## config.mk

```make
export PLATFORM = sky130hd
export DESIGN_NAME = shift_loader_flat
export DESIGN_NICKNAME = d
export VERILOG_FILES = /design/src/rtl/shift_loader_pkg.sv /design/src/rtl/shift_loader_if.sv /design/src/rtl/shift_loader_cell.sv /design/src/rtl/shift_loader.sv /design/src/flat_wrapper.sv
export SDC_FILE = /design/constraint.sdc
export NUM_CORES = 1
export LEC_CHECK = 0
export ABC_AREA = 1
export CORE_MARGIN = 3
export CORE_UTILIZATION = 54
export CTS_CLUSTER_SIZE = 10
export DETAILED_ROUTE_END_ITERATION = 16
export DONT_BUFFER_PORTS = 1
export GPL_ROUTABILITY_DRIVEN = 0
export PLACE_DENSITY = 0.76
export SETUP_SLACK_MARGIN = 0.05
export SLEW_MARGIN = 15
export SYNTH_ARGS = -nofsm -noshare
export SYNTH_HDL_FRONTEND = slang
export SYNTH_HIERARCHICAL = 1
export SYNTH_SLANG_ARGS = --single-unit
```

## constraint.sdc

```tcl
create_clock -name clk -period 1.6 [get_ports clk]
set_clock_uncertainty 0.1 [all_clocks]
set_input_delay 0.32 -clock clk [delete_from_list [all_inputs] [get_ports clk]]
set_output_delay 0.32 -clock clk [all_outputs]
set_load 0.05 [all_outputs]
```

## src/rtl/shift_loader_pkg.sv

```systemverilog
// Shared types and helpers for the shift_loader parallel-in/serial-out stage.
// The optional parity beat is enabled with the SHIFT_LOADER_PARITY_EN macro.
package shift_loader_pkg;

  typedef enum logic {
    IDLE  = 1'b0,
    SHIFT = 1'b1
  } state_t;

  localparam int DEFAULT_WIDTH = 8;

  // Bits needed to hold a down-counter whose largest value is max_count.
  function automatic int cnt_width(input int max_count);
    return (max_count < 2) ? 1 : $clog2(max_count + 1);
  endfunction

endpackage

```

## src/rtl/shift_loader_if.sv

```systemverilog
// Handshake bundle for shift_loader: parallel word in, serial bit stream out.
// valid/ready: a transfer happens on a rising edge where valid and ready are both 1;
// the sender holds data stable while valid=1 and ready=0.
interface shift_loader_if #(
  parameter int WIDTH = 8
);
  logic [WIDTH-1:0] din;
  logic             din_valid;
  logic             din_ready;
  logic             sout;
  logic             sout_valid;
  logic             sout_ready;
  logic             sout_last;
  logic             busy;

  modport master (
    output din, din_valid, sout_ready,
    input  din_ready, sout, sout_valid, sout_last, busy
  );

  modport slave (
    input  din, din_valid, sout_ready,
    output din_ready, sout, sout_valid, sout_last, busy
  );
endinterface

```

## src/rtl/shift_loader_cell.sv

```systemverilog
// One shift-register bit: 2:1 load/shift select feeding an async-reset D flip-flop.
module shift_bit_cell (
  input  logic clk,
  input  logic rst,
  input  logic en,
  input  logic load,
  input  logic d_load,
  input  logic d_shift,
  output logic q
);

  always_ff @(posedge clk or posedge rst) begin
    if (rst) begin
      q <= 1'b0;
    end else if (en) begin
      q <= load ? d_load : d_shift;
    end
  end

endmodule

```

## src/rtl/shift_loader.sv

```systemverilog
// Parallel-in, serial-out shifter with zero-bubble reload between words.
// Define SHIFT_LOADER_PARITY_EN to append an even-parity beat after each word.
module shift_loader
  import shift_loader_pkg::*;
#(
  parameter int WIDTH     = DEFAULT_WIDTH,
  parameter bit MSB_FIRST = 1'b1
) (
  input  logic          clk,
  input  logic          rst,
  shift_loader_if.slave bus,
  output state_t        state_dbg
);

`ifdef SHIFT_LOADER_PARITY_EN
  localparam int MAX_CNT = WIDTH;
`else
  localparam int MAX_CNT = WIDTH - 1;
`endif
  localparam int            CW       = cnt_width(MAX_CNT);
  localparam logic [CW-1:0] LOAD_CNT = CW'(MAX_CNT);

  state_t           state, state_n;
  logic [CW-1:0]    cnt, cnt_n;
  logic [WIDTH-1:0] shreg;
  logic [WIDTH-1:0] shift_in;
  logic             cnt_zero;
  logic             din_rdy;
  logic             load_word;
  logic             shift_en;
  logic             cell_en;
  logic             data_bit;
  logic             sout_bit;

  assign cnt_zero = (cnt == '0);
  assign din_rdy  = (state == IDLE) || ((state == SHIFT) && cnt_zero && bus.sout_ready);

  always_ff @(posedge clk or posedge rst) begin
    if (rst) begin
      state <= IDLE;
      cnt   <= '0;
    end else begin
      state <= state_n;
      cnt   <= cnt_n;
    end
  end

  always_comb begin
    state_n   = state;
    cnt_n     = cnt;
    load_word = 1'b0;
    shift_en  = 1'b0;
    case (state)
      IDLE: begin
        if (bus.din_valid) begin
          load_word = 1'b1;
          cnt_n     = LOAD_CNT;
          state_n   = SHIFT;
        end
      end
      SHIFT: begin
        if (bus.sout_ready) begin
          if (!cnt_zero) begin
            shift_en = 1'b1;
            cnt_n    = cnt - 1'b1;
          end else if (bus.din_valid) begin
            // Final beat consumed and a new word is waiting: reload without a bubble.
            load_word = 1'b1;
            cnt_n     = LOAD_CNT;
          end else begin
            state_n = IDLE;
          end
        end
      end
      default: begin
        state_n = IDLE;
        cnt_n   = '0;
      end
    endcase
  end

  // Neighbour bit seen by each cell when shifting; the vacated end fills with 0.
  generate
    if (MSB_FIRST) begin : g_shift_left
      assign shift_in = {shreg[WIDTH-2:0], 1'b0};
      assign data_bit = shreg[WIDTH-1];
    end else begin : g_shift_right
      assign shift_in = {1'b0, shreg[WIDTH-1:1]};
      assign data_bit = shreg[0];
    end
  endgenerate

  assign cell_en = load_word | shift_en;

  generate
    for (genvar i = 0; i < WIDTH; i++) begin : g_cell
      shift_bit_cell u_cell (
        .clk     (clk),
        .rst     (rst),
        .en      (cell_en),
        .load    (load_word),
        .d_load  (bus.din[i]),
        .d_shift (shift_in[i]),
        .q       (shreg[i])
      );
    end
  endgenerate

`ifdef SHIFT_LOADER_PARITY_EN
  logic parity_q;

  always_ff @(posedge clk or posedge rst) begin
    if (rst) begin
      parity_q <= 1'b0;
    end else if (load_word) begin
      parity_q <= ^bus.din;
    end
  end

  // Count 0 is the parity beat; data bits occupy counts WIDTH down to 1.
  assign sout_bit = cnt_zero ? parity_q : data_bit;
`else
  assign sout_bit = data_bit;
`endif

  assign bus.din_ready  = din_rdy;
  assign bus.sout       = (state == SHIFT) && sout_bit;
  assign bus.sout_valid = (state == SHIFT);
  assign bus.sout_last  = (state == SHIFT) && cnt_zero;
  assign bus.busy       = (state == SHIFT);
  assign state_dbg      = state;

endmodule

```

## src/flat_wrapper.sv

```systemverilog
// flat-port wrapper written by rule: the top's interface ports become plain ports
module shift_loader_flat import shift_loader_pkg::*;
#(
  parameter int WIDTH     = DEFAULT_WIDTH,
  parameter bit MSB_FIRST = 1'b1
)
  (clk, rst, state_dbg, bus_din, bus_din_valid, bus_sout_ready, bus_din_ready, bus_sout, bus_sout_valid, bus_sout_last, bus_busy);
  shift_loader_if #(.WIDTH(WIDTH)) bus_i ();
  input  logic clk;
  input  logic rst;
  output state_t state_dbg;
  input wire logic [$bits(bus_i.din)-1:0] bus_din;
  input wire logic [$bits(bus_i.din_valid)-1:0] bus_din_valid;
  input wire logic [$bits(bus_i.sout_ready)-1:0] bus_sout_ready;
  output wire logic [$bits(bus_i.din_ready)-1:0] bus_din_ready;
  output wire logic [$bits(bus_i.sout)-1:0] bus_sout;
  output wire logic [$bits(bus_i.sout_valid)-1:0] bus_sout_valid;
  output wire logic [$bits(bus_i.sout_last)-1:0] bus_sout_last;
  output wire logic [$bits(bus_i.busy)-1:0] bus_busy;
  assign bus_i.din = bus_din;
  assign bus_i.din_valid = bus_din_valid;
  assign bus_i.sout_ready = bus_sout_ready;
  assign bus_din_ready = bus_i.din_ready;
  assign bus_sout = bus_i.sout;
  assign bus_sout_valid = bus_i.sout_valid;
  assign bus_sout_last = bus_i.sout_last;
  assign bus_busy = bus_i.busy;
  shift_loader #(.WIDTH(WIDTH), .MSB_FIRST(MSB_FIRST)) u_core (.clk(clk), .rst(rst), .bus(bus_i), .state_dbg(state_dbg));
endmodule
```

==> results.toml <==
[detailed_routing]
wl_microns = 1720
vias_per_cell = 4.65
drt_first_pass_iters = 4
via_count = 791
wl_per_cell_microns = 10.1
drt_iter0_markers = 29
ant_nets = 0
drc = 0

[synthesis]
syn_area_per_cell_sq_um = 6.00
yosys_register_bits = 12
synth_nets = 151
netlist_area_sq_um = 822
yosys_warnings = 6
yosysSeqAreaShare = 0.365
synth_cell_types = 13
synth_cells = 137

[power_and_ir_drop]
p_comb_frac = 0.611
power.leakage_uw = 0.000703
sequentialPowerShare = 0.279
power.share.clock = 0.110
switching_share = 0.448
max-vdd-ir-drop_mv = 1.16
powerDensity_nw_per_um2 = 1740
internal_power_uw = 1030
total_power_uw = 1870
p_sw_uw = 840

[floorplanning]
row_count = 13
die-width_microns = 45.0
die_area_sq_um = 2030
pin_count = 18
die_h_microns = 45.0
start_util = 0.602
core_sq_um = 1370

[cells_and_area]
fill_cells = 99
syn2layout_area_growth_pct = 31.2
diodes = 0
register_area_sq_um = 302
stdcell_area_sq_um = 1080
multi_input_area_sq_um = 358
nets = 170
layout-drive-gt1-share = 0.213

[clocking]
cts.clk_slew.worst_paths_ns = 0.08
clkLatencyLatePin_ns = 0.28
ctsRootBufferMaster = "clkbuf_4"
h-tree-depth = 1
clk_path_buf_depth = 2
cts_sinks = 12
cts_tree = "built"
cts_made_buffers = 3

[worst_setup_path]
endpoint_kind = "output pin"
crit_type = "flip-flop to output pin"
crit_required_ns = 1.18
worstRegToRegCells = 10
critPathMaxStageDelay_ns = 0.39
cp-start-kind = "flip-flop"
crit_path_top_delay_cell = "dfrtp_1"
cp_max_fo = 3
cp.arrival_ns = 1.26
crit_path_cell_trace = "inv_2 -> ha_4 -> nand2_4 -> o21ai_4 -> buf_12"

[sta]
finalHoldWorstSlack_ns = 0.0515
rsz0062_at_grt = "yes"
fmax_mhz = 595
finalCritPeriodShare = 1.05
timing.final.crit_period_ns = 1.68
slew_viol_final = 0
hold_viol_final = 0
worst_slack_ns = -0.0793
finalSetupTns_ns = -0.131
setup_viol = 2

[global_route]
grt-busiest-layer = "met2"
grt_pass1_vias = 709
met3_usage = 0.0478
grt_use_met1 = 0.198
grt_max_degree = 17
grt_pass1_wl_microns = 2680
gr-total-overflow = 0
grt_use_total = 0.179
antenna_found_initial = 0
met2_usage = 0.319

[placement]
numPortBuffers = 0
dp_hpwl_microns = 1140
pre_cts_slack_ns = 0.0392
place_area_sq_um = 951

[min_path]
min_path_type = "input port to flip-flop"
holdPathStages = 2

[status]
violations = "setup timing"
status = "finished, violations left"

[flow_run]
cap_violations = 0
## layout make-up
class,count,area share
multi-input combinational,71,0.332
sequential,12,0.280
inverter,52,0.186
timing repair inverter,1,0.00812
tap,15,0.0174
timing repair buffer,15,0.153
clock buffer,4,0.0244
## power by group through the flow
stage	registers [uW]	clock network, uW	logic [uW]
CTS	519	207	1040
finish	523	206	1150
global route	537	218	1260
floorplan	521	0	633
global placement	517	0	908
detailed placement	520	0	936
## what timing repair did
action / 4_1_cts / 5_1_grt
gates cloned: 0 / 1
endpoints found under the setup margin: 10 / 10
hold buffers: 1 / 0
setup buffers: 3 / 3
pin swaps: 3 / 3
hold endpoints to repair: 12 / 0
gates resized for setup: 6 / 7
## synthesized netlist by cell type
cell     instances  area [sq um]
ha_1             2          25.0
dfrtp_1         12           300
a21oi_1          1          5.00
nand3_1         10          50.1
nor2_1           1          3.75
conb_1           1          3.75
inv_2            2          7.51
a21oi_2          1          8.76
o21ai_1          1          5.00
inv_1           50           188
buf_4            2          15.0
nand2_1         51           191
nand2_2          3          18.8
## metal layers
metal | vias up | part of all wire | wire (microns)
met4 | 0 | 0.0081 | 14
met3 | 2 | 0.044 | 75
met1 | 356 | 0.45 | 781
met2 | 23 | 0.49 | 853
met5 | - | 0 | 0
li1 | 410 | - | -
## kinds of logic after synthesis
logic type,Yosys count,synth area share
DFF,12,0.365
adders and majority gates,2,0.0304
buffers and inverters,54,0.256
other,1,0.00456
AOI/OAI and AO/OA,3,0.0228
and+or+nand+nor,65,0.321
## sequential cells by signal, summed over array words and instances (netlist names)
register	count
u_core/bus.busy	1
u_core/g_cell.u_cell/q	8
u_core/cnt	3
## placed cells by master (no fill, tap or decap), types with 2 or more instances in the layout
| master | count |
|---|---|
| buf_12 | 4 |
| buf_4 | 10 |
| clkbuf_4 | 3 |
| dfrtp_1 | 11 |
| inv_1 | 47 |
| inv_2 | 4 |
| nand2_1 | 49 |
| nand2_2 | 3 |
| nand2_4 | 2 |
| nand3_1 | 10 |
## worst paths after layout
check,to,slack [ns],start
max,bus_din_ready,-0.08,u_core/cnt[0]$_DFFE_PP0P_
min,u_core/bus.busy$_DFF_PP0_,0.05,bus_din_valid
max reg2reg,u_core/g_cell[3].u_cell/q$_DFFE_PP0P_,0.08,u_core/cnt[0]$_DFFE_PP0P_
min reg2reg,u_core/g_cell[6].u_cell/q$_DFFE_PP0P_,0.38,u_core/g_cell[6].u_cell/q$_DFFE_PP0P_
max in group asynchronous,u_core/bus.busy$_DFF_PP0_,0.75,rst
min in group asynchronous,u_core/g_cell[6].u_cell/q$_DFFE_PP0P_,0.38,rst
## stage by stage
step,util,std cells
CTS,0.754,166
global placement,0.696,158
detailed placement,0.696,158
finish,0.789,170
global route,0.789,170
floorplan,-,137
## critical path, delay by kind of cell, from the launching register on
kind | cells | cell delay [ns]
AO/OA/AOI/OAI | 1 | 0.14
adder cells (fa/ha/maj) | 1 | 0.15
buffers and inverters | 2 | 0.23
flip-flops | 1 | 0.39
AND/OR/NAND/NOR | 1 | 0.07
Note: power is estimated with default switching activity, not from simulation.
